### src/rtl/lamp_ctrl_n.sv
// lamp_ctrl_n
//
// Multi-switch lamp controller. One lamp is driven from N_SW wall switches,
// and flipping any single switch toggles the lamp. Each raw switch level is
// brought into the clock domain by a two-flop synchroniser and then debounced
// on its own channel. An optional idle timer turns the lamp off after TIMEOUT
// cycles with no switch activity while the lamp is on.
//
// Parameters
//   N_SW      : number of switch channels (1..16)
//   DB_CYCLES : consecutive mismatch cycles needed to accept a change (>=1)
//   TIMEOUT   : idle cycles with the lamp on before auto-off, 0 disables
//
// Ports
//   clk    : single clock, all state updates on the rising edge
//   rst    : synchronous active-high reset
//   sw     : raw, asynchronous, bouncy switch levels
//   F      : lamp on (1) / off (0), registered
//   sw_db  : debounced switch levels, registered
//   chg    : one-cycle pulse after F toggled because of a switch change
//   tout   : one-cycle pulse after F was cleared by the idle timer
//
// All outputs come straight from flops, so there is no combinational path
// from sw to any output.

module lamp_ctrl_n #(
    parameter int N_SW      = 3,
    parameter int DB_CYCLES = 4,
    parameter int TIMEOUT   = 16
) (
    input  logic            clk,
    input  logic            rst,
    input  logic [N_SW-1:0] sw,
    output logic            F,
    output logic [N_SW-1:0] sw_db,
    output logic            chg,
    output logic            tout
);

    // Debounce counter only has to reach DB_CYCLES-1; keep at least one bit
    // so DB_CYCLES=1 still elaborates cleanly.
    localparam int DBW = (DB_CYCLES > 1) ? $clog2(DB_CYCLES) : 1;
    localparam logic [DBW-1:0] CNT_LAST = DBW'(DB_CYCLES - 1);

    // ------------------------------------------------------------------
    // Two-flop synchroniser per channel (s1 then s2)
    // ------------------------------------------------------------------
    logic [N_SW-1:0] s1_q;
    logic [N_SW-1:0] s2_q;

    always_ff @(posedge clk) begin
        if (rst) begin
            s1_q <= '0;
            s2_q <= '0;
        end else begin
            s1_q <= sw;
            s2_q <= s1_q;
        end
    end

    // ------------------------------------------------------------------
    // Per-channel debounce
    // ------------------------------------------------------------------
    logic [N_SW-1:0] db_q;
    logic [N_SW-1:0] db_d;
    logic [DBW-1:0]  cnt_q [N_SW];
    logic [DBW-1:0]  cnt_d [N_SW];

    // Any agreement between s2 and the debounced level restarts the count,
    // so a bounce shorter than DB_CYCLES never reaches sw_db.
    always_comb begin
        db_d = db_q;
        for (int i = 0; i < N_SW; i++) begin
            cnt_d[i] = '0;
            if (s2_q[i] != db_q[i]) begin
                if (cnt_q[i] == CNT_LAST) begin
                    db_d[i] = s2_q[i];
                end else begin
                    cnt_d[i] = cnt_q[i] + DBW'(1);
                end
            end
        end
    end

    always_ff @(posedge clk) begin
        if (rst) begin
            db_q <= '0;
            for (int i = 0; i < N_SW; i++) begin
                cnt_q[i] <= '0;
            end
        end else begin
            db_q <= db_d;
            for (int i = 0; i < N_SW; i++) begin
                cnt_q[i] <= cnt_d[i];
            end
        end
    end

    // ------------------------------------------------------------------
    // Change detection
    // ------------------------------------------------------------------
    logic [N_SW-1:0] changed;
    logic            activity;
    logic            odd_change;

    // An odd number of simultaneous changes flips the lamp; an even number
    // cancels out but still counts as activity for the idle timer.
    assign changed    = db_d ^ db_q;
    assign activity   = |changed;
    assign odd_change = ^changed;

    // ------------------------------------------------------------------
    // Idle timer
    // ------------------------------------------------------------------
    logic f_q;
    logic expire;

    generate
        if (TIMEOUT > 0) begin : g_timer
            localparam int TW = $clog2(TIMEOUT + 1);
            localparam logic [TW-1:0] TMR_LAST = TW'(TIMEOUT - 1);

            logic [TW-1:0] tmr_q;
            logic [TW-1:0] tmr_d;
            logic          tmr_hit;

            // Counting only happens while the lamp is on and the switches are
            // quiet; activity always reloads, so activity beats expiry.
            always_comb begin
                tmr_d   = '0;
                tmr_hit = 1'b0;
                if (f_q && !activity) begin
                    if (tmr_q == TMR_LAST) begin
                        tmr_hit = 1'b1;
                    end else begin
                        tmr_d = tmr_q + TW'(1);
                    end
                end
            end

            always_ff @(posedge clk) begin
                if (rst) begin
                    tmr_q <= '0;
                end else begin
                    tmr_q <= tmr_d;
                end
            end

            assign expire = tmr_hit;
        end else begin : g_no_timer
            assign expire = 1'b0;
        end
    endgenerate

    // ------------------------------------------------------------------
    // Lamp state and event pulses
    // ------------------------------------------------------------------
    logic f_d;
    logic chg_q;
    logic chg_d;
    logic tout_q;
    logic tout_d;

    always_comb begin
        f_d    = f_q;
        chg_d  = 1'b0;
        tout_d = 1'b0;
        if (activity) begin
            f_d   = f_q ^ odd_change;
            chg_d = odd_change;
        end else if (expire) begin
            f_d    = 1'b0;
            tout_d = 1'b1;
        end
    end

    always_ff @(posedge clk) begin
        if (rst) begin
            f_q    <= 1'b0;
            chg_q  <= 1'b0;
            tout_q <= 1'b0;
        end else begin
            f_q    <= f_d;
            chg_q  <= chg_d;
            tout_q <= tout_d;
        end
    end

    assign F     = f_q;
    assign sw_db = db_q;
    assign chg   = chg_q;
    assign tout  = tout_q;

endmodule

### config.mk
export PLATFORM = sky130hd
export DESIGN_NAME = lamp_ctrl_n
export DESIGN_NICKNAME = d
export VERILOG_FILES = /design/src/rtl/lamp_ctrl_n.sv
export SDC_FILE = /design/constraint.sdc
export NUM_CORES = 1
export LEC_CHECK = 0
export BUFFER_PORTS_ARGS = -buffer_cell sky130_fd_sc_hd__clkbuf_2
export CAP_MARGIN = 0
export CORE_UTILIZATION = 58
export DETAILED_ROUTE_END_ITERATION = 6
export HOLD_SLACK_MARGIN = 0.08
export PLACE_DENSITY = 0.76
export SYNTH_ARGS = -nofsm -noshare
export SYNTH_HDL_FRONTEND = slang
export SYNTH_SLANG_ARGS = --single-unit
### constraint.sdc
create_clock -name clk -period 2.7 [get_ports clk]
set_clock_uncertainty 0.15 [all_clocks]
set_input_delay 0.675 -clock clk [delete_from_list [all_inputs] [get_ports clk]]
set_output_delay 0.675 -clock clk [all_outputs]
set_load 0.01 [all_outputs]
==> out/results.tsv <==
stage	metric	value	unit
global_route	GR Layer Usage met3	4.89	%
clock_tree	CTS tree	built	
timing	Slew Limit Fails	0	
layout	share of layout cells above drive strength 1	17.9	%
power	Peak VDD IR	470	µV
layout	Layout area overhead	9.54	%
die	total core area	0.00137	mm²
placed_design	I/O Buffers	10	
power	Cell Pwr Density	535	mW/mm²
worst_setup_path	CP Data Required Time	2810	ps
logic_synthesis	EDFF count, synth	0	
detailed_routing	# DRC	0	
die	FP Rows	13	
die	die footprint	0.00170	mm²
detailed_routing	Routed wire per std cell	11.3	µm
logic_synthesis	Post-Synth Adder-Cell Area	8.42	%
layout	diode count	0	
clock_tree	clk_lat worst skew	310	ps
global_route	met2 global-route usage	34.0	%
layout	fillers	112	
clock_tree	Clock Path Buffers	2	
worst_setup_path	Worst EP arrival	2160	ps
layout	commonest non-fill, non-tap cell in the layout	dfxtp_1	
timing	Tcrit/Tclk final	76.1	%
worst_setup_path	cells along the critical path	ha_1 > nand2b_1 > ha_1 > or2_2 > a2111oi_0 > or3b_1	
global_route	initial antenna violation count	0	
global_route	total track usage	19.7	%
logic_synthesis	multiplexer share of the synthesized area	3.37	%
worst_setup_path	crit-path max FO	4	
die	Die X	41.2	µm
global_route	grt ovf	0	
logic_synthesis	Compound-Gate Fraction of Synth Area	6.31	%
die	Die Height	41.2	µm
timing	Hold Vio Cnt, Final	0	
logic_synthesis	Distinct cells, synth	26	
layout	layout net count	107	
logic_synthesis	asr flop ratio synth	0	%
detailed_routing	Routed Antenna Nets	0	
power	leak pwr	0.393	nW
logic_synthesis	Synth Area per Inst	10.6	µm²
timing	Setup TNS	0	ps
global_route	vias in the first global route	525	
status	status	completed	
logic_synthesis	Main synth FF type	dfxtp_1	
worst_setup_path	CP delay by family, top	adder cells	
clock_tree	hold buffers post-CTS	0	
timing	RSZ-0062 raised after global routing	false	
clock_tree	Sink Count	23	
global_route	largest net degree at the start of global routing	21	
worst_setup_path	slowest cell delay on critical path	370	ps
clock_tree	clk root buf	clkbuf_4	
detailed_routing	Detailed Route WL	1240	µm
clock_tree	CTS Buf Count	3	
logic_synthesis	xor and xnor area share after synthesis	5.89	%
placed_design	placer congestion estimate	0.607	
worst_setup_path	crit start category	flop	
worst_setup_path	CP endpoint kind	flop	
worst_setup_path	Crit path buffers/inverters	0	
run	max-cap viol count	0	
placed_design	hpwl dp	904	µm
die	Initial Util	65.3	%
clock_tree	post_cts resized	0	
hold_path	Hold Path Class	flop to flop	
detailed_routing	Via Count	604	
worst_setup_path	slowest library cell on the worst path	dfxtp_1	
clock_tree	Reg clk slew, reported paths	130	ps
worst_setup_path	critical path class	flop to flop	
timing	Rel. slew slack	75.2	%
global_route	routing usage on met1	22.3	%
logic_synthesis	synth warn	0	
logic_synthesis	simple-gate share of the synthesized area	21.6	%
logic_synthesis	post-synthesis sequential element count	23	
power	Power Total	523	µW
logic_synthesis	sequential area share after synthesis	51.6	%
detailed_routing	vias per inst	5.49	
detailed_routing	TritonRoute pass-1 iters	4	
logic_synthesis	Syn Nets	95	
clock_tree	H-Tree Depth	1	
clock_tree	Post-CTS Setup Repair Bufs	0	
timing	minimum clock period	2060	ps
die	I/O pins	11	
timing	fmax	486	MHz
timing	final setup vio count	0	
logic_synthesis	largest family of logic cells by synthesized area	simple AND/OR/NAND/NOR gates	
logic_synthesis	Synth Cell Area	892	µm²
global_route	first-pass GRT wire length	2130	µm
global_route	Top Usage Layer GRT	met2	
layout	most frequent cells in the layout	23 x dfxtp_1, 10 x clkbuf_2, 8 x nor2_1, 7 x nor2b_1, 6 x ha_1	
worst_setup_path	CP most frequent cell	ha_1	
timing	Worst-Margin Slew	369	ps
logic_synthesis	cells after synthesis	84	
detailed_routing	DR iter-0 viols	10	
-- state kept, by name, summed over array words and instances (netlist names) --
name,count
cnt_q,6
g_timer.tmr_q,5
s1_q,3
s2_q,3
sw_db,3
F,1
chg,1
tout,1
-- stage by stage --
step	hold WS (ps)	std cells	util [%]	cell area, µm²	setup WS, ps
after global routing	325	110	71.5	977	526
after global placement	263	106	69.3	947	772
after floorplan	257	84	-	892	799
after CTS	297	110	71.5	977	670
after detailed placement	275	106	69.3	947	719
final	289	110	71.5	977	644
-- kinds of logic (layout without fill, tap and decap cells) --
group	Yosys count	after routing
simple gates	33	33
compound gates	7	7
mux	3	3
buf+inv	6	17
xor+xnor	6	6
flops	23	23
fa+ha+maj	6	6
-- layout make-up --
| type | instances | area [µm²] | share of cell area, % |
|---|---|---|---|
| flip-flops and latches | 23 | 460 | 47.1 |
| clock buffers | 3 | 22.5 | 2.30 |
| inverters | 3 | 11.3 | 1.15 |
| multi-input cells | 55 | 407 | 41.6 |
| repair buffers | 10 | 50.0 | 5.12 |
| clock inverters | 1 | 7.51 | 0.768 |
| well taps | 15 | 18.8 | 1.92 |
-- synthesized netlist by cell type (2+ instances only) --
cell,instances,share of area [%]
a2111oi_0,2,2.0
a21oi_1,2,1.1
clkbuf_2,2,1.1
dfxtp_1,23,52
ha_1,6,8.4
inv_1,3,1.3
mux2i_1,3,3.4
nand2_1,2,0.84
nand2b_1,3,2.1
nor2_1,8,3.4
nor2b_1,7,4.9
nor4_1,3,2.1
nor4b_1,3,2.9
xnor2_1,4,3.9
xor2_1,2,2.0
-- worst register-to-register path, delay by kind of cell, from the launching register on --
kind | cells | cell delay, ps
AOI/OAI and AO/OA | 1 | 330
adders and majority gates | 2 | 600
DFF | 1 | 370
and+or+nand+nor | 3 | 550
-- power by group --
group / internal, mW / switching, mW / total (mW)
registers: 0.345 / 0.00254 / 0.347
logic: 0.00731 / 0.00768 / 0.0150
clock network: 0.0564 / 0.104 / 0.160
total: 0.409 / 0.114 / 0.523
-- per-layer routing --
| metal | up-vias | wire (µm) | part of all wire [%] |
|---|---|---|---|
| met1 | 275 | 591 | 48 |
| met4 | 0 | 11 | 0.89 |
| met5 | - | 0 | 0 |
| met3 | 2 | 35 | 2.8 |
| met2 | 11 | 601 | 48 |
| li1 | 316 | - | - |
-- path summary, 6_finish.rpt --
check | start | to | slack [ps] | depth (start not counted)
max | cnt_q[0][0] | F | 640 | 6
min | cnt_q[0][4] | cnt_q[0][4] | 290 | 1
max reg2reg | cnt_q[0][0] | F | 640 | 6
min reg2reg | cnt_q[0][4] | cnt_q[0][4] | 290 | 1
Note: power is estimated with default switching activity, not from simulation.
